`config.mk`:
```
export PLATFORM = sky130hd
export DESIGN_NAME = slice_mux
export DESIGN_NICKNAME = d
export VERILOG_FILES = /design/src/rtl/slice_mux.sv
export SDC_FILE = /design/constraint.sdc
export NUM_CORES = 2
export LEC_CHECK = 0
export CORE_AREA = 5 5 723 725
export CTS_BUF_LIST = sky130_fd_sc_hd__clkbuf_8
export DETAILED_ROUTE_END_ITERATION = 7
export DIE_AREA = 0 0 728 730
export HOLD_SLACK_MARGIN = 0.12
export PLACE_DENSITY = 0.3
export SLEW_MARGIN = 20
export SYNTH_ARGS = -nofsm -noshare
export SYNTH_HDL_FRONTEND = slang
export SYNTH_SLANG_ARGS = --single-unit
```
`constraint.sdc`:
```
create_clock -name clk -period 9.9 [get_ports clk]
set_input_delay 1.485 -clock clk [delete_from_list [all_inputs] [get_ports clk]]
set_output_delay 1.485 -clock clk [all_outputs]
set_load 0.01 [all_outputs]
```
`src/rtl/slice_mux.sv`:
```
// Round-robin slice chunk interleaver packing byte-contiguous chunks into a 256-bit output stream.
// Optional PPS prefix words are enabled by defining SLICE_MUX_PPS_EN.
module slice_mux #(
  parameter int unsigned MAX_NBR_SLICES  = 2,
  parameter int unsigned MAX_SLICE_WIDTH = 2560
) (
  input  logic                            clk,
  input  logic                            rst_n,
  input  logic                            flush,
  input  logic [9:0]                      slices_per_line,
  input  logic [15:0]                     chunk_size,
  input  logic [15:0]                     chunks_per_slice,
  input  logic                            frame_start,
  input  logic [256*MAX_NBR_SLICES-1:0]   in_data_p,
  input  logic [MAX_NBR_SLICES-1:0]       in_valid,
  output logic [MAX_NBR_SLICES-1:0]       in_ready,
  input  logic [1023:0]                   in_pps,
  output logic [255:0]                    out_data,
  output logic                            out_valid,
  input  logic                            out_ready,
  output logic                            out_sof,
  output logic                            out_last,
  output logic                            data_out_is_pps
);

  localparam int unsigned AW    = (MAX_NBR_SLICES > 1) ? $clog2(MAX_NBR_SLICES) : 1;
  localparam int unsigned WBITS = 256;
  localparam int unsigned ABITS = 512;

  typedef enum logic [1:0] {S_IDLE, S_PPS, S_CHUNK, S_TAIL} state_t;

  state_t            state, state_nxt;
  logic [ABITS-1:0]  acc, acc_nxt;
  logic [6:0]        acc_cnt, acc_cnt_nxt;
  logic [AW-1:0]     active, active_nxt;
  logic [15:0]       chunk_idx, chunk_idx_nxt;
  logic [15:0]       bytes_left, bytes_left_nxt;
  logic              sof_pending, sof_pending_nxt;

`ifdef SLICE_MUX_PPS_EN
  logic [1023:0]     pps_q, pps_nxt;
  logic [1:0]        pps_cnt, pps_cnt_nxt;
  logic              unused_ok;
  assign unused_ok = 1'(MAX_SLICE_WIDTH);
`else
  logic              unused_ok;
  assign unused_ok = ^{in_pps, 1'(MAX_SLICE_WIDTH)};
`endif

  logic              cfg_ok;
  logic              emit, accept, in_rdy, sel_valid;
  logic [5:0]        n;
  logic [6:0]        cnt_sh;
  logic [ABITS-1:0]  acc_sh, ins;
  logic [WBITS-1:0]  sel_word, mask;

  assign cfg_ok = (slices_per_line != 10'd0) && (slices_per_line <= 10'(MAX_NBR_SLICES)) &&
                  (chunk_size != 16'd0) && (chunks_per_slice != 16'd0);

  // Select the active slice's input word.
  always_comb begin
    sel_word  = '0;
    sel_valid = 1'b0;
    for (int s = 0; s < int'(MAX_NBR_SLICES); s++) begin
      if (active == AW'(s)) begin
        sel_word  = in_data_p[s*WBITS +: WBITS];
        sel_valid = in_valid[s];
      end
    end
  end

  always_ff @(posedge clk) begin
    if (!rst_n || flush) begin
      state       <= S_IDLE;
      acc         <= '0;
      acc_cnt     <= '0;
      active      <= '0;
      chunk_idx   <= '0;
      bytes_left  <= '0;
      sof_pending <= 1'b0;
`ifdef SLICE_MUX_PPS_EN
      pps_q       <= '0;
      pps_cnt     <= '0;
`endif
    end else begin
      state       <= state_nxt;
      acc         <= acc_nxt;
      acc_cnt     <= acc_cnt_nxt;
      active      <= active_nxt;
      chunk_idx   <= chunk_idx_nxt;
      bytes_left  <= bytes_left_nxt;
      sof_pending <= sof_pending_nxt;
`ifdef SLICE_MUX_PPS_EN
      pps_q       <= pps_nxt;
      pps_cnt     <= pps_cnt_nxt;
`endif
    end
  end

  // Next-state, accumulator update and handshake outputs.
  always_comb begin
    state_nxt       = state;
    acc_nxt         = acc;
    acc_cnt_nxt     = acc_cnt;
    active_nxt      = active;
    chunk_idx_nxt   = chunk_idx;
    bytes_left_nxt  = bytes_left;
    sof_pending_nxt = sof_pending;
`ifdef SLICE_MUX_PPS_EN
    pps_nxt         = pps_q;
    pps_cnt_nxt     = pps_cnt;
`endif
    out_valid = 1'b0;
    out_last  = 1'b0;
    emit      = 1'b0;
    accept    = 1'b0;
    in_rdy    = 1'b0;
    n         = (bytes_left >= 16'd32) ? 6'd32 : 6'(bytes_left);
    mask      = ~({WBITS{1'b1}} << {n, 3'b000});
    acc_sh    = acc;
    cnt_sh    = acc_cnt;
    ins       = '0;

    case (state)
      S_IDLE: begin
        if (frame_start && cfg_ok) begin
          active_nxt      = '0;
          chunk_idx_nxt   = '0;
          bytes_left_nxt  = chunk_size;
          sof_pending_nxt = 1'b1;
          acc_nxt         = '0;
          acc_cnt_nxt     = '0;
`ifdef SLICE_MUX_PPS_EN
          state_nxt       = S_PPS;
          pps_nxt         = in_pps;
          pps_cnt_nxt     = '0;
`else
          state_nxt       = S_CHUNK;
`endif
        end
      end
`ifdef SLICE_MUX_PPS_EN
      S_PPS: begin
        out_valid = 1'b1;
        emit      = out_ready;
        if (emit) begin
          pps_nxt     = {256'd0, pps_q[1023:256]};
          pps_cnt_nxt = pps_cnt + 2'd1;
          if (pps_cnt == 2'd3) begin
            state_nxt   = S_CHUNK;
            acc_cnt_nxt = '0;
          end
        end
      end
`endif
      S_CHUNK: begin
        out_valid   = (acc_cnt >= 7'd32);
        emit        = out_valid & out_ready;
        in_rdy      = !out_valid | out_ready;
        accept      = in_rdy & sel_valid;
        acc_sh      = emit ? {256'd0, acc[511:256]} : acc;
        cnt_sh      = emit ? (acc_cnt - 7'd32) : acc_cnt;
        // cnt_sh is below 32 whenever a word is accepted, so 5 bits index the byte slot.
        ins         = ABITS'(sel_word & mask) << {cnt_sh[4:0], 3'b000};
        acc_nxt     = accept ? (acc_sh | ins) : acc_sh;
        acc_cnt_nxt = accept ? (cnt_sh + 7'(n)) : cnt_sh;
        if (accept) begin
          if (bytes_left == 16'(n)) begin
            bytes_left_nxt = chunk_size;
            if (10'(active) + 10'd1 == slices_per_line) begin
              active_nxt = '0;
              if (chunk_idx + 16'd1 == chunks_per_slice) state_nxt = S_TAIL;
              else chunk_idx_nxt = chunk_idx + 16'd1;
            end else begin
              active_nxt = active + AW'(1);
            end
          end else begin
            bytes_left_nxt = bytes_left - 16'(n);
          end
        end
      end
      S_TAIL: begin
        out_valid = (acc_cnt != 7'd0);
        out_last  = out_valid && (acc_cnt <= 7'd32);
        emit      = out_valid & out_ready;
        if (emit) begin
          acc_nxt = {256'd0, acc[511:256]};
          if (out_last) begin
            state_nxt   = S_IDLE;
            acc_cnt_nxt = '0;
          end else begin
            acc_cnt_nxt = acc_cnt - 7'd32;
          end
        end
      end
      default: state_nxt = S_IDLE;
    endcase

    if (emit) sof_pending_nxt = 1'b0;
  end

  // Only the active slice may see ready.
  always_comb begin
    in_ready = '0;
    for (int s = 0; s < int'(MAX_NBR_SLICES); s++) begin
      in_ready[s] = in_rdy && (active == AW'(s));
    end
  end

  assign out_sof = out_valid & sof_pending;

`ifdef SLICE_MUX_PPS_EN
  assign out_data        = (state == S_PPS) ? pps_q[255:0] : acc[255:0];
  assign data_out_is_pps = (state == S_PPS);
`else
  assign out_data        = acc[255:0];
  assign data_out_is_pps = 1'b0;
`endif

endmodule

```
Word-level counts from Yosys, hierarchy flattened
Cells that the tools add are included.

storage, ports and cells
  register bits = 555

cells by class
  equal/unequal tests = 13
  $add $sub $neg = 6
  magnitude comparators = 4
  shifts and indexed selects = 2
  bitwise operators = 9
  muxes and demuxes = 41
  reduce and logical (&&, ||, !) cells = 24

operators by type and width
  cell                                                  count
  two-way mux 512 bit                                   4
  one-hot mux 512 bit (3 select lines)                  1
  bitwise OR 512 bit                                    1
  left shift 256 x 8 -> 512 bit                         1
  AND 256 bit                                           1
  two-way mux 256 bit                                   1
  inverter 256 bit                                      1
  left shift 256 x 9 -> 256 bit, first input constant   1
  two-way mux 16 bit                                    8
  one-hot mux 16 bit (2 select lines)                   2
  two-way mux 7 bit                                     5
  nonzero test 16 bit                                   2
  one-hot mux 7 bit (3 select lines)                    1
  adder 16 x 1 -> 16 bit, second input constant         1
  equality test 16 bit                                  1
  equality test 16 x 6 -> 1 bit                         1
  >= comparator 16 x 6 -> 1 bit, second input constant  1
  inequality test 2 bit, second input constant          8
  subtractor 16 x 6 -> 16 bit                           1
  two-way mux 2 bit                                     7
  equality test 2 x 10 -> 1 bit                         1
  <= comparator 10 x 2 -> 1 bit, second input constant  1
  nonzero test 10 bit                                   1
  adder 7 x 6 -> 7 bit                                  1
  other kinds (26)                                      46

Logic depth before layout (Yosys ltp)
  word-level depth = 9
  mapped depth = 17
  gate-level depth less buffers = 12

Least setup slack after synthesis
No wires, ideal clock.

  kind = input to register
  from = in out_ready
  to = reg acc_cnt[6]
  stages = 11
  data required time = 9842 ps
  library setup time = 58 ps
  setup slack = 5824 ps
  arrival = 4018 ps
  path through = clkbuf_1 > a41o_1 > clkbuf_1 > clkbuf_1 > clkbuf_1 > xnor2_1 > ha_1 > a21oi_1 > or4_1 > a21oi_1 > o21a_1

between the ends
  cells in the longest elaborated chain, start to end = 5

RTL lines
  element                             line  source
  start: declaration                  20    input logic out_ready,
  AND 1 bit                           158   emit = out_valid & out_ready;
  two-way mux 7 bit                   162   cnt_sh = emit ? (acc_cnt - 7'd32) : acc_cnt;
  adder 7 x 6 -> 7 bit                166   acc_cnt_nxt = accept ? (cnt_sh + 7'(n)) : cnt_sh;
  two-way mux 7 bit                   166
  one-hot mux 7 bit (3 select lines)  124   case (state)
  end signal: assignment              88    acc_cnt <= acc_cnt_nxt;
  end: declaration                    34    logic [6:0] acc_cnt, acc_cnt_nxt;

Several ways; a longest one is shown, not always the timed one.
A chain may end at the register's enable or synchronous reset.

Final worst setup path
  from = reg active
  to = out in_ready[1]

between the ends
  cells in the longest elaborated chain, start to end = 1

RTL lines
  element                   line  source
  start: declaration        35    logic [AW-1:0] active, active_nxt;
  start signal: assignment  89    active <= active_nxt;
  logical AND 1 bit         206   in_ready[s] = in_rdy && (active == AW'(s));
  end: declaration          16    output logic [MAX_NBR_SLICES-1:0] in_ready,

No other way between the ends.

==> flow_metrics.py <==
metrics = {
    "cts": {
        "ctsResizeCount": 0,
        "cts.sinks": 555,
        "cts_hold_buf": 0,
        "numCtsBuffers": 114,
        "ctsRootBufferMaster": "clkbuf_8",
        "htreeDepth": 3,
        "cts_tree": "built",
        "cts_setup_buffers": 0,
        "cts_buffer_depth": 3,
        "cts.reportedPaths.clkPinSlew_ns": 0.06,
        "clk_latency_ns": 1.01,
    },
    "route": {
        "drc_errors": 8,
        "final_antenna_net_count": 0,
        "wl_um": 632000,
        "vias_per_cell": 4.85,
        "via_count": 68100,
        "drt_first_pass_iters": 8,
        "first_iter_violations": 10300,
        "wl_per_cell_um": 45.0,
    },
    "logic_synthesis": {
        "yosys.area.top_type_share_pct": 22.2,
        "synthTopCellsByArea": "dfxtp_1, mux2i_1, nand2_1",
        "synth_most_common_cell": "nand2_1",
        "ys.flop_type": "dfxtp_1",
        "synth-async-reset-ratio_pct": 0,
        "synth_cells": 6631,
        "yosysWarnings": 0,
        "ys_types": 96,
        "synth-edff-count": 0,
        "synthTopCellsByCount": "nand2_1, nor2_1, dfxtp_1",
        "ys_seq_area_share_pct": 22.2,
        "mappedNetlistArea_sq_um": 50100,
        "syn_area_per_cell_sq_um": 7.55,
        "synth.largest_area_cell": "dfxtp_1",
        "synth-seq-cells": 555,
        "mappedNetlistNets": 8226,
    },
    "global_route": {
        "grt_usage_pct": 22.7,
        "grt_pass1_vias": 63100,
        "grt_overflow": 0,
        "antenna_found_initial": 102,
        "grt_pass1_wl_um": 780000,
        "grt_max_degree": 150,
    },
    "timing": {
        "relSlewSlack_pct": 7.23,
        "finalSetupViolCount": 0,
        "slew_violations": 0,
        "skew_ns": 0.134,
        "hold_viol_final": 0,
        "worst_pin_slew_ns": 1.39,
        "grt_setup_unrepaired": "false",
        "setup_tns_ns": 0,
        "timing.final.crit_period_ns": 6.23,
        "clock.fmax_ghz": 0.161,
        "fin_crit_sh_pct": 62.9,
        "worst_slack_ns": 3.67,
    },
    "floorplanning": {
        "initial_core_util_pct": 9.71,
        "core_sq_um": 515000,
        "num_rows": 264,
        "die_area_sq_um": 531000,
        "pin_count": 1847,
        "fp.dieW_um": 728,
        "die-height_um": 730,
    },
    "job": {
        "maxCapViolCount": 0,
    },
    "worst_setup_path": {
        "critical_path_arrival_ns": 4.74,
        "critPathKind": "flop to output pin",
        "path_max_fanout": 133,
        "crit_start": "active",
        "start_kind": "flop",
        "critPathCaptureType": "output pin",
        "regToRegStartpoint": "acc_cnt[0]",
        "worstPathRequired_ns": 8.42,
    },
    "final_layout": {
        "nets": 8685,
        "fill_cells": 59100,
        "syn_to_final_growth_pct": 39.8,
        "fin_cells": 14000,
        "drive_gt1_share_pct": 16.3,
        "finish.utilization_pct": 13.6,
        "seq_area_sq_um": 11100,
        "multi_input_area_sq_um": 35500,
    },
    "power_and_ir_drop": {
        "power_density_nw_per_um2": 82.6,
        "leakagePower_nw": 20.3,
        "ir_drop_mv": 0.126,
        "finalPower_mw": 5.78,
    },
    "placed_design": {
        "dp.cells": 13700,
        "place_ws_ns": 3.41,
        "hpwl_um": 495000,
        "place.gp.congestion": 1.00,
        "io_buffers": 821,
    },
    "worst_hold_path": {
        "worstHoldStart": "acc[52]",
        "hp-class": "flop to flop",
    },
    "status": {
        "status": "finished with violations",
        "violations": "design-rule violations",
    },
}
layer usage:
| metal | global-route usage (%) | up-vias | wire, um |
|---|---|---|---|
| met3 | 4.83 | 1280 | 46300 |
| li1 | - | 26800 | - |
| met4 | 19.5 | 38 | 66900 |
| met2 | 37.6 | 4876 | 294000 |
| met1 | 24.7 | 35100 | 225000 |
| met5 | 0 | - | 269 |
path summary, 6_finish.rpt:
kind | end | slack (ns) | cells past startpoint
max reg2reg | acc[374] | 4.10 | 9
min reg2reg | acc[52] | 0.45 | 2
min | acc[52] | 0.45 | 2
max | in_ready[1] | 3.67 | 5
through the flow:
step	instance area, sq um	hold slack, ns
after floorplan	50100	0.426
after global placement	67000	0.442
after detailed placement	67100	0.448
after CTS	69600	0.457
after global routing	69800	0.471
final	70000	0.455
flip-flops by register name, indices dropped and copies added, names as in the netlist:
register and count:
state 2, sof_pending 1, acc_cnt 7, active 1
chunk_idx 16, acc 512, bytes_left 16
cells by family after synthesis:
kind of cell | after synthesis | share of synthesized area [%]
fa+ha+maj | 10 | 0.265
buf+inv | 983 | 9.60
compound gates | 2671 | 39.5
xor+xnor | 24 | 0.420
mux | 471 | 10.8
simple gates | 1915 | 17.2
flops | 555 | 22.2
other cells | 2 | 0.0150
power by group:
group          internal [mW]  switching [mW]
Combinational          0.279           0.415
Sequential              2.23       0.0000723
Clock                   1.44            1.41
Total                   3.95            1.83
worst max-delay path, stage by stage, from the launching register on:
cell	delay (ns)
dfxtp_4	0.76
buf_12	0.62
buf_4	0.65
inv_1	0.54
nor2_1	0.59
clkdlybuf4s50_1	0.65
cells in the final DEF, fill, tap and decap left out, types with 90 or more instances in the layout:
cell             count
clkdlybuf4s50_1    821
nand2_1            625
dfxtp_1            549
nor2_1             534
buf_4              432
a21oi_1            335
o21ai_0            334
mux2i_1            285
a22oi_1            262
nand3_1            208
o22ai_1            206
a211oi_1           164
nor3_1             157
clkbuf_8           151
o211ai_1           148
a221oi_1           132
mux2_2             122
o221ai_1            93
a22o_1              90
cell type report:
| type | instances | area share, % |
|---|---|---|
| Multi-Input combinational cell | 5093 | 50.8 |
| Timing Repair Buffer | 1279 | 17.1 |
| Sequential cell | 555 | 15.9 |
| Tap cell | 6783 | 12.1 |
| Clock buffer | 151 | 2.97 |
| Clock inverter | 60 | 0.637 |
| Inverter | 47 | 0.274 |
| Antenna cell | 73 | 0.261 |
No activity file was read; power rests on OpenSTA's default activity.
